### config.mk
export PLATFORM = sky130hd
export DESIGN_NAME = reg_file_ckpt_flat
export DESIGN_NICKNAME = d
export VERILOG_FILES = /design/src/rtl/reg_file_ckpt_pkg.sv /design/src/rtl/reg_file_ckpt_if.sv /design/src/rtl/reg_file_ckpt_ckpt_alloc.sv /design/src/rtl/reg_file_ckpt.sv /design/src/flat_wrapper.sv
export SDC_FILE = /design/constraint.sdc
export NUM_CORES = 2
export LEC_CHECK = 0
export CORE_AREA = 2 2 466 468
export DETAILED_ROUTE_END_ITERATION = 8
export DIE_AREA = 0 0 468 470
export PLACE_DENSITY = 0.67
export SLEW_MARGIN = 20
export SYNTH_ARGS = -nofsm -noshare
export SYNTH_HDL_FRONTEND = slang
export SYNTH_SLANG_ARGS = --single-unit
### constraint.sdc
create_clock -name clk -period 19 [get_ports clk]
set_input_delay 2.85 -clock clk [delete_from_list [all_inputs] [get_ports clk]]
set_output_delay 2.85 -clock clk [all_outputs]
set_load 0.05 [all_outputs]
### src/rtl/reg_file_ckpt_pkg.sv
// Shared widths and constants for the register file with rename checkpoints.
// Every other file of this block imports this package.
package reg_file_ckpt_pkg;
  localparam int DATA_WIDTH    = 32;
  localparam int REG_NUM       = 32;
  localparam int REG_TAG_WIDTH = 5;
  localparam int ROB_TAG_WIDTH = 4;
  localparam int CKPT_NUM      = 4;
  localparam int CKPT_W        = 2;

  localparam logic [ROB_TAG_WIDTH-1:0] ZERO_ROB_TAG = '0;
  localparam logic [CKPT_W-1:0]        ZERO_CKPT_ID = '0;
  localparam logic                     TRUE         = 1'b1;
  localparam logic                     FALSE        = 1'b0;
endpackage

### src/rtl/reg_file_ckpt_if.sv
// Decode, commit and checkpoint-control signals of the register file.
// Driven by the core (master) and consumed by reg_file_ckpt (slave).
interface reg_file_ckpt_if
  import reg_file_ckpt_pkg::*;
#(
  parameter int XLEN   = reg_file_ckpt_pkg::DATA_WIDTH,
  parameter int REG_W  = reg_file_ckpt_pkg::REG_TAG_WIDTH,
  parameter int ROB_W  = reg_file_ckpt_pkg::ROB_TAG_WIDTH,
  parameter int CKPT_W = reg_file_ckpt_pkg::CKPT_W
);
  // No handshake: every input is a one-cycle command sampled at posedge
  // when rdy=1; read outputs are combinational and always live.
  logic [REG_W-1:0]  in_decode_rs1;
  logic [REG_W-1:0]  in_decode_rs2;
  logic [REG_W-1:0]  in_decode_rd;
  logic [ROB_W-1:0]  in_decode_reorder;
  logic [ROB_W-1:0]  out_reg_rs1_reorder;
  logic [ROB_W-1:0]  out_reg_rs2_reorder;
  logic [XLEN-1:0]   out_reg_rs1_value;
  logic [XLEN-1:0]   out_reg_rs2_value;
  logic [REG_W-1:0]  in_rob_index;
  logic [XLEN-1:0]   in_rob_value;
  logic [ROB_W-1:0]  in_rob_reorder;
  logic              in_ckpt_take;
  logic [CKPT_W-1:0] out_ckpt_id;
  logic              out_ckpt_full;
  logic              in_ckpt_restore;
  logic [CKPT_W-1:0] in_ckpt_restore_id;
  logic              in_ckpt_free;
  logic [CKPT_W-1:0] in_ckpt_free_id;
  logic              in_reg_misbranch;

  modport master (
    output in_decode_rs1, in_decode_rs2, in_decode_rd, in_decode_reorder,
    output in_rob_index, in_rob_value, in_rob_reorder,
    output in_ckpt_take, in_ckpt_restore, in_ckpt_restore_id,
    output in_ckpt_free, in_ckpt_free_id, in_reg_misbranch,
    input  out_reg_rs1_reorder, out_reg_rs2_reorder,
    input  out_reg_rs1_value, out_reg_rs2_value,
    input  out_ckpt_id, out_ckpt_full
  );

  modport slave (
    input  in_decode_rs1, in_decode_rs2, in_decode_rd, in_decode_reorder,
    input  in_rob_index, in_rob_value, in_rob_reorder,
    input  in_ckpt_take, in_ckpt_restore, in_ckpt_restore_id,
    input  in_ckpt_free, in_ckpt_free_id, in_reg_misbranch,
    output out_reg_rs1_reorder, out_reg_rs2_reorder,
    output out_reg_rs1_value, out_reg_rs2_value,
    output out_ckpt_id, out_ckpt_full
  );
endinterface

### src/rtl/reg_file_ckpt_ckpt_alloc.sv
// Checkpoint slot allocator: lowest-index free slot and an all-busy flag.
// The id is 0 when every slot is busy; callers must gate with o_full.
module reg_file_ckpt_ckpt_alloc
  import reg_file_ckpt_pkg::*;
#(
  parameter int CKPT_NUM = reg_file_ckpt_pkg::CKPT_NUM,
  parameter int CKPT_W   = reg_file_ckpt_pkg::CKPT_W
) (
  input  logic [CKPT_NUM-1:0] i_valid,
  output logic [CKPT_W-1:0]   o_id,
  output logic                o_full
);
  always_comb begin
    o_id   = '0;
    o_full = &i_valid;
    for (int k = CKPT_NUM - 1; k >= 0; k--) begin
      if (!i_valid[k]) o_id = CKPT_W'(k);
    end
  end
endmodule

### src/rtl/reg_file_ckpt.sv
// Architectural register file plus rename-tag table with commit bypass and
// a bank of rename-table checkpoints for single-cycle branch recovery.
module reg_file_ckpt
  import reg_file_ckpt_pkg::*;
#(
  parameter int XLEN     = reg_file_ckpt_pkg::DATA_WIDTH,
  parameter int REG_NUM  = reg_file_ckpt_pkg::REG_NUM,
  parameter int REG_W    = reg_file_ckpt_pkg::REG_TAG_WIDTH,
  parameter int ROB_W    = reg_file_ckpt_pkg::ROB_TAG_WIDTH,
  parameter int CKPT_NUM = reg_file_ckpt_pkg::CKPT_NUM,
  parameter int CKPT_W   = reg_file_ckpt_pkg::CKPT_W
) (
  input  logic           clk,
  input  logic           rst,
  input  logic           rdy,
  reg_file_ckpt_if.slave bus
);
  logic [XLEN-1:0]     r_value    [REG_NUM];
  logic [ROB_W-1:0]    r_reorder  [REG_NUM];
  logic [ROB_W-1:0]    r_ckpt_tbl [CKPT_NUM][REG_NUM];
  logic [CKPT_NUM-1:0] r_ckpt_valid;

  logic [ROB_W-1:0]    w_live_clr [REG_NUM];
  logic [ROB_W-1:0]    w_ckpt_clr [CKPT_NUM][REG_NUM];
  logic                w_commit;
  logic                w_rename;
  logic                w_take;
  logic                w_bypass1;
  logic                w_bypass2;
  logic [CKPT_W-1:0]   w_ckpt_id;
  logic                w_ckpt_full;

  reg_file_ckpt_ckpt_alloc #(
    .CKPT_NUM (CKPT_NUM),
    .CKPT_W   (CKPT_W)
  ) u_alloc (
    .i_valid (r_ckpt_valid),
    .o_id    (w_ckpt_id),
    .o_full  (w_ckpt_full)
  );

  assign bus.out_ckpt_id   = w_ckpt_id;
  assign bus.out_ckpt_full = w_ckpt_full;

  // Commit clears a tag only when it still names the committing instruction,
  // so a younger rename of the same register survives.
  always_comb begin
    w_commit = (bus.in_rob_index != '0);
    w_rename = (bus.in_decode_rd != '0) && (bus.in_decode_reorder != ZERO_ROB_TAG);
    w_take   = bus.in_ckpt_take && !w_ckpt_full;
    for (int i = 0; i < REG_NUM; i++) begin
      w_live_clr[i] = r_reorder[i];
      if (w_commit && (bus.in_rob_index == REG_W'(i)) && (r_reorder[i] == bus.in_rob_reorder))
        w_live_clr[i] = ZERO_ROB_TAG;
      for (int k = 0; k < CKPT_NUM; k++) begin
        w_ckpt_clr[k][i] = r_ckpt_tbl[k][i];
        if (w_commit && (bus.in_rob_index == REG_W'(i)) && (r_ckpt_tbl[k][i] == bus.in_rob_reorder))
          w_ckpt_clr[k][i] = ZERO_ROB_TAG;
      end
    end
  end

  always_comb begin
    w_bypass1 = (bus.in_decode_rs1 != '0) && (bus.in_rob_index == bus.in_decode_rs1) &&
                (bus.in_rob_reorder == r_reorder[bus.in_decode_rs1]);
    w_bypass2 = (bus.in_decode_rs2 != '0) && (bus.in_rob_index == bus.in_decode_rs2) &&
                (bus.in_rob_reorder == r_reorder[bus.in_decode_rs2]);
    bus.out_reg_rs1_value   = r_value[bus.in_decode_rs1];
    bus.out_reg_rs1_reorder = r_reorder[bus.in_decode_rs1];
    bus.out_reg_rs2_value   = r_value[bus.in_decode_rs2];
    bus.out_reg_rs2_reorder = r_reorder[bus.in_decode_rs2];
    if (bus.in_decode_rs1 == '0) begin
      bus.out_reg_rs1_value   = '0;
      bus.out_reg_rs1_reorder = ZERO_ROB_TAG;
    end else if (w_bypass1) begin
      bus.out_reg_rs1_value   = bus.in_rob_value;
      bus.out_reg_rs1_reorder = ZERO_ROB_TAG;
    end
    if (bus.in_decode_rs2 == '0) begin
      bus.out_reg_rs2_value   = '0;
      bus.out_reg_rs2_reorder = ZERO_ROB_TAG;
    end else if (w_bypass2) begin
      bus.out_reg_rs2_value   = bus.in_rob_value;
      bus.out_reg_rs2_reorder = ZERO_ROB_TAG;
    end
  end

  always_ff @(posedge clk) begin
    if (rst) begin
      for (int i = 0; i < REG_NUM; i++) begin
        r_value[i]   <= '0;
        r_reorder[i] <= ZERO_ROB_TAG;
        for (int k = 0; k < CKPT_NUM; k++) r_ckpt_tbl[k][i] <= ZERO_ROB_TAG;
      end
      r_ckpt_valid <= '0;
    end else if (rdy) begin
      if (bus.in_reg_misbranch) begin
        for (int i = 0; i < REG_NUM; i++) r_reorder[i] <= ZERO_ROB_TAG;
        r_ckpt_valid <= '0;
      end else begin
        if (w_commit) r_value[bus.in_rob_index] <= bus.in_rob_value;
        if (bus.in_ckpt_restore) begin
          for (int i = 0; i < REG_NUM; i++)
            r_reorder[i] <= w_ckpt_clr[bus.in_ckpt_restore_id][i];
          r_ckpt_valid <= '0;
        end else begin
          for (int i = 0; i < REG_NUM; i++) r_reorder[i] <= w_live_clr[i];
          if (w_rename) r_reorder[bus.in_decode_rd] <= bus.in_decode_reorder;
          for (int k = 0; k < CKPT_NUM; k++)
            for (int i = 0; i < REG_NUM; i++) r_ckpt_tbl[k][i] <= w_ckpt_clr[k][i];
          if (bus.in_ckpt_free) r_ckpt_valid[bus.in_ckpt_free_id] <= FALSE;
          // Snapshot excludes this cycle's rename: the branch's own rd is not rolled back to.
          if (w_take) begin
            for (int i = 0; i < REG_NUM; i++) r_ckpt_tbl[w_ckpt_id][i] <= w_live_clr[i];
            r_ckpt_valid[w_ckpt_id] <= TRUE;
          end
        end
      end
    end
  end

  always_ff @(posedge clk) begin
    if (!rst && rdy && !bus.in_reg_misbranch && !bus.in_ckpt_restore && bus.in_ckpt_take)
      assert (!w_ckpt_full) else $warning("checkpoint take ignored: all slots in use");
  end
endmodule
### src/flat_wrapper.sv
// flat-port wrapper written by rule: the top's interface ports become plain ports
module reg_file_ckpt_flat import reg_file_ckpt_pkg::*;
#(
  parameter int XLEN     = reg_file_ckpt_pkg::DATA_WIDTH,
  parameter int REG_NUM  = reg_file_ckpt_pkg::REG_NUM,
  parameter int REG_W    = reg_file_ckpt_pkg::REG_TAG_WIDTH,
  parameter int ROB_W    = reg_file_ckpt_pkg::ROB_TAG_WIDTH,
  parameter int CKPT_NUM = reg_file_ckpt_pkg::CKPT_NUM,
  parameter int CKPT_W   = reg_file_ckpt_pkg::CKPT_W
)
  (clk, rst, rdy, bus_in_decode_rs1, bus_in_decode_rs2, bus_in_decode_rd, bus_in_decode_reorder, bus_in_rob_index, bus_in_rob_value, bus_in_rob_reorder, bus_in_ckpt_take, bus_in_ckpt_restore, bus_in_ckpt_restore_id, bus_in_ckpt_free, bus_in_ckpt_free_id, bus_in_reg_misbranch, bus_out_reg_rs1_reorder, bus_out_reg_rs2_reorder, bus_out_reg_rs1_value, bus_out_reg_rs2_value, bus_out_ckpt_id, bus_out_ckpt_full);
  reg_file_ckpt_if #(.XLEN(XLEN), .REG_W(REG_W), .ROB_W(ROB_W), .CKPT_W(CKPT_W)) bus_i ();
  input  logic clk;
  input  logic rst;
  input  logic rdy;
  input wire logic [$bits(bus_i.in_decode_rs1)-1:0] bus_in_decode_rs1;
  input wire logic [$bits(bus_i.in_decode_rs2)-1:0] bus_in_decode_rs2;
  input wire logic [$bits(bus_i.in_decode_rd)-1:0] bus_in_decode_rd;
  input wire logic [$bits(bus_i.in_decode_reorder)-1:0] bus_in_decode_reorder;
  input wire logic [$bits(bus_i.in_rob_index)-1:0] bus_in_rob_index;
  input wire logic [$bits(bus_i.in_rob_value)-1:0] bus_in_rob_value;
  input wire logic [$bits(bus_i.in_rob_reorder)-1:0] bus_in_rob_reorder;
  input wire logic [$bits(bus_i.in_ckpt_take)-1:0] bus_in_ckpt_take;
  input wire logic [$bits(bus_i.in_ckpt_restore)-1:0] bus_in_ckpt_restore;
  input wire logic [$bits(bus_i.in_ckpt_restore_id)-1:0] bus_in_ckpt_restore_id;
  input wire logic [$bits(bus_i.in_ckpt_free)-1:0] bus_in_ckpt_free;
  input wire logic [$bits(bus_i.in_ckpt_free_id)-1:0] bus_in_ckpt_free_id;
  input wire logic [$bits(bus_i.in_reg_misbranch)-1:0] bus_in_reg_misbranch;
  output wire logic [$bits(bus_i.out_reg_rs1_reorder)-1:0] bus_out_reg_rs1_reorder;
  output wire logic [$bits(bus_i.out_reg_rs2_reorder)-1:0] bus_out_reg_rs2_reorder;
  output wire logic [$bits(bus_i.out_reg_rs1_value)-1:0] bus_out_reg_rs1_value;
  output wire logic [$bits(bus_i.out_reg_rs2_value)-1:0] bus_out_reg_rs2_value;
  output wire logic [$bits(bus_i.out_ckpt_id)-1:0] bus_out_ckpt_id;
  output wire logic [$bits(bus_i.out_ckpt_full)-1:0] bus_out_ckpt_full;
  assign bus_i.in_decode_rs1 = bus_in_decode_rs1;
  assign bus_i.in_decode_rs2 = bus_in_decode_rs2;
  assign bus_i.in_decode_rd = bus_in_decode_rd;
  assign bus_i.in_decode_reorder = bus_in_decode_reorder;
  assign bus_i.in_rob_index = bus_in_rob_index;
  assign bus_i.in_rob_value = bus_in_rob_value;
  assign bus_i.in_rob_reorder = bus_in_rob_reorder;
  assign bus_i.in_ckpt_take = bus_in_ckpt_take;
  assign bus_i.in_ckpt_restore = bus_in_ckpt_restore;
  assign bus_i.in_ckpt_restore_id = bus_in_ckpt_restore_id;
  assign bus_i.in_ckpt_free = bus_in_ckpt_free;
  assign bus_i.in_ckpt_free_id = bus_in_ckpt_free_id;
  assign bus_i.in_reg_misbranch = bus_in_reg_misbranch;
  assign bus_out_reg_rs1_reorder = bus_i.out_reg_rs1_reorder;
  assign bus_out_reg_rs2_reorder = bus_i.out_reg_rs2_reorder;
  assign bus_out_reg_rs1_value = bus_i.out_reg_rs1_value;
  assign bus_out_reg_rs2_value = bus_i.out_reg_rs2_value;
  assign bus_out_ckpt_id = bus_i.out_ckpt_id;
  assign bus_out_ckpt_full = bus_i.out_ckpt_full;
  reg_file_ckpt #(.XLEN(XLEN), .REG_NUM(REG_NUM), .REG_W(REG_W), .ROB_W(ROB_W), .CKPT_NUM(CKPT_NUM), .CKPT_W(CKPT_W)) u_core (.clk(clk), .rst(rst), .rdy(rdy), .bus(bus_i));
endmodule
==> flow_summary.json <==
{
  "cp-start-kind": "input port",
  "cp_slowest_cell": "clkdlybuf4s50_1",
  "setup_ws_ns": 7.931,
  "finalSetupViolCount": 0,
  "routed_via_density": 6.742,
  "fin_tns_setup_ns": 0,
  "drc_errors": 0,
  "max_cap_viol_count": 0,
  "htreeDepth": 4,
  "synth.distinct_cells": 59,
  "critPathMaxStageDelay_ns": 0.94,
  "cp_common_cell": "o31ai_1",
  "place_ws_ns": 8.209,
  "num_io_pins": 146,
  "timing.fmax_mhz": 90.34,
  "drt_first_iter_violations": 10600,
  "vias": 69070,
  "fin_util_pct": 49.43,
  "worstPathMaxFanout": 99,
  "status": "complete, no violations",
  "area_growth_syn_to_layout_pct": 10.75,
  "clockRootBuffer": "clkbuf_16",
  "dieArea_um2": 220000,
  "numCtsBuffers": 181,
  "antenna_found_initial": 35,
  "synth_seq_area_share_pct": 51.99,
  "hold_buffers": 0,
  "cp-end-kind": "output pin",
  "start_util_pct": 44.64,
  "cts_tree": "built",
  "worst-path-buf-inv": 3,
  "layout.nets": 7300,
  "required_ns": 16.15,
  "synth_cells": 7332,
  "ir_drop_mv": 0.1021,
  "insertion_delay_ns": 0.87,
  "hold_viol": 0,
  "ctsResizeCount": 0,
  "rows": 171,
  "clock_skew_ns": 0.03819,
  "drive_above_1_share_pct": 16.87,
  "grt_pass1_wl_um": 479400,
  "core_area_um2": 215700,
  "place.gp.congestion": 0.9135,
  "crit_type": "in2out",
  "worstMarginPinSlew_ns": 1.272,
  "ant_nets": 0,
  "avgSynthCellArea_um2": 13.13,
  "hold_path.class": "reg2reg",
  "cts_setup_buffers": 0,
  "async_flop_share_pct": 0,
  "drtPass1Iterations": 6,
  "overflow": 0,
  "ys_ff_latch": 1668,
  "post-dp-hpwl_um": 199100,
  "clk_pin_slew_ns": 0.05,
  "grt_max_degree": 158,
  "p_leak_nw": 35.65,
  "power.total_mw": 9.349,
  "clk_path_buf_depth": 3,
  "drv_slew": 0,
  "cts_sinks": 1668,
  "fin_crit_sh_pct": 58.26,
  "ys.flop_type": "edfxtp_1",
  "path_cells": "buf_8, nor2b_2, a221o_1, o21ai_0, o31ai_1, xor2_1, nand4b_1, buf_4, nor2_4, o31ai_1, clkdlybuf4s50_1",
  "synth_warnings": 0,
  "wl_um": 337800,
  "crit_family": "buffers and inverters",
  "relSlewSlack_pct": 15.18,
  "grt_use_total_pct": 30.13,
  "synth-edff-count": 1664,
  "arrival_ns": 8.22,
  "die_h_um": 470,
  "rsz0062_at_grt": "no",
  "synthesis.area_um2": 96270,
  "die_w_um": 468,
  "powerDensity_nw_per_um2": 87.69,
  "io_buffer_count": 145,
  "period_needed_ns": 11.07,
  "grt_pass1_vias": 67580,
  "avgRoutedWirePerCell_um": 32.97
}
-- worst reg2reg max path, cell delays in order (launching register included) --
cell and delay [ns]:
dfxtp_1 0.34, nand3b_1 0.50, nor2_4 0.97, buf_4 0.81, a22o_1 0.31
-- cell usage after synthesis (all sizes together), types with 2 or more instances --
| master | instances | share of area, % |
|---|---|---|
| or3 | 14 | 0.091 |
| mux2i | 128 | 1.3 |
| nor3b | 6 | 0.047 |
| nor2 | 490 | 1.9 |
| and3 | 4 | 0.026 |
| mux2 | 28 | 0.33 |
| clkinv | 5 | 0.019 |
| a211oi | 22 | 0.17 |
| o21ai | 179 | 0.93 |
| or4 | 2 | 0.019 |
| and2 | 1059 | 6.9 |
| nand2b | 10 | 0.065 |
| buf | 159 | 0.78 |
| a21oi | 138 | 0.72 |
| nor3 | 121 | 0.63 |
| nand2 | 411 | 1.6 |
| nand4 | 80 | 0.52 |
| xnor2 | 478 | 4.3 |
| nand4b | 5 | 0.045 |
| nor4 | 56 | 0.38 |
| and3b | 3 | 0.027 |
| a221oi | 257 | 2.3 |
| mux4 | 678 | 16 |
| a21boi | 2 | 0.016 |
| o31ai | 11 | 0.086 |
| dfxtp | 4 | 0.083 |
| inv | 40 | 0.16 |
| edfxtp | 1664 | 52 |
| a32oi | 25 | 0.23 |
| a22o | 352 | 3.2 |
| a31oi | 16 | 0.10 |
| xor2 | 161 | 1.5 |
| o21bai | 4 | 0.031 |
| clkbuf | 466 | 1.8 |
| nand3 | 41 | 0.21 |
| a22oi | 14 | 0.11 |
| nor2b | 97 | 0.63 |
| a221o | 50 | 0.52 |
| nand3b | 3 | 0.023 |
| or2 | 38 | 0.25 |
-- area by class of cell --
class | instances | area [µm²]
antenna | 12 | 30.03
clock buffer | 219 | 4693
clock inverter | 113 | 1276
fill | 18290 | 109100
inverter | 45 | 173.9
multi-input combinational | 5025 | 44080
sequential | 1668 | 50050
tap | 2854 | 3571
timing repair buffer | 308 | 2741
-- path summary, 6_finish.rpt --
kind,start,end,slack [ns],depth (start not counted)
hold / removal,u_core.r_ckpt_valid[0]$_SDFFE_PP0P_,u_core.r_ckpt_valid[0]$_SDFFE_PP0P_,0.50,2
hold reg to reg,u_core.r_ckpt_valid[0]$_SDFFE_PP0P_,u_core.r_ckpt_valid[0]$_SDFFE_PP0P_,0.50,2
setup / recovery,bus_in_decode_rs1[1],bus_out_reg_rs1_value[17],7.93,11
setup reg to reg,u_core.r_ckpt_valid[1]$_SDFFE_PP0P_,u_core.r_ckpt_tbl[1][50]$_DFFE_PP_,15.92,4
-- flip-flops by register name, summed over array words and instances, names as in the netlist --
name / cells
u_core.r_ckpt_tbl: 512
u_core.r_ckpt_valid: 4
u_core.r_reorder: 128
u_core.r_value: 1024
-- routing by layer --
| layer | track usage, % | up-vias | part of all wire (%) |
|---|---|---|---|
| met3 | 8.171 | 1099 | 13 |
| met4 | 17.29 | 20 | 6.6 |
| met5 | 0 | - | 0.038 |
| met2 | 46.09 | 5121 | 45 |
| li1 | - | 27970 | - |
| met1 | 38.59 | 34860 | 35 |
-- through the flow --
stage,hold WS [ns],std cells,area (µm²)
after floorplan,0.4611,7363,96390
after global placement,0.4873,9898,100600
after detailed placement,0.4987,9898,100600
after CTS,0.5072,10230,106600
after global routing,0.5360,10240,106600
final,0.5039,10240,106600
-- cells by family (layout without fill, tap and decap cells) --
family	count (synthesis)	after routing	share of synthesized area, %
simple gates	2441	2441	13.37
xor+xnor	639	639	5.813
mux	834	834	17.52
buf+inv	670	685	2.768
other cells	1	44	0.003895
compound gates	1079	1079	8.534
flops	1668	1668	51.99
-- power by group --
group	switching [mW]	leakage (nW)	internal (mW)	total (mW)
clock network	1.58	2.91	2.06	3.64
logic	0.782	16.2	0.511	1.29
registers	0.162	16.6	4.25	4.41
-- cells in the final DEF (no fill, tap or decap), types with 8 or more instances in the layout --
cell type	instances
a221o_1	50
nand3_1	41
xor2_1	161
a221oi_1	257
clkbuf_1	37
a22o_1	352
clkbuf_16	182
nand4_1	80
nor3_1	116
a22oi_1	14
edfxtp_1	1664
mux4_2	678
clkdlybuf4s50_1	118
diode_2	12
and2_1	1058
nor2_1	454
mux2i_1	128
xnor2_1	477
conb_1	32
clkinv_1	48
buf_8	8
a21oi_1	138
o31ai_1	11
or2_2	37
nand2b_1	10
nor4_1	53
inv_1	36
nor2_4	36
o21ai_0	178
a32oi_1	25
nor2b_1	96
buf_4	161
nand2_1	406
or3_1	13
a31oi_1	16
bufinv_16	21
a211oi_1	22
mux2_2	23
buf_2	12
clkinv_2	31
(Power assumes the default switching activity.)
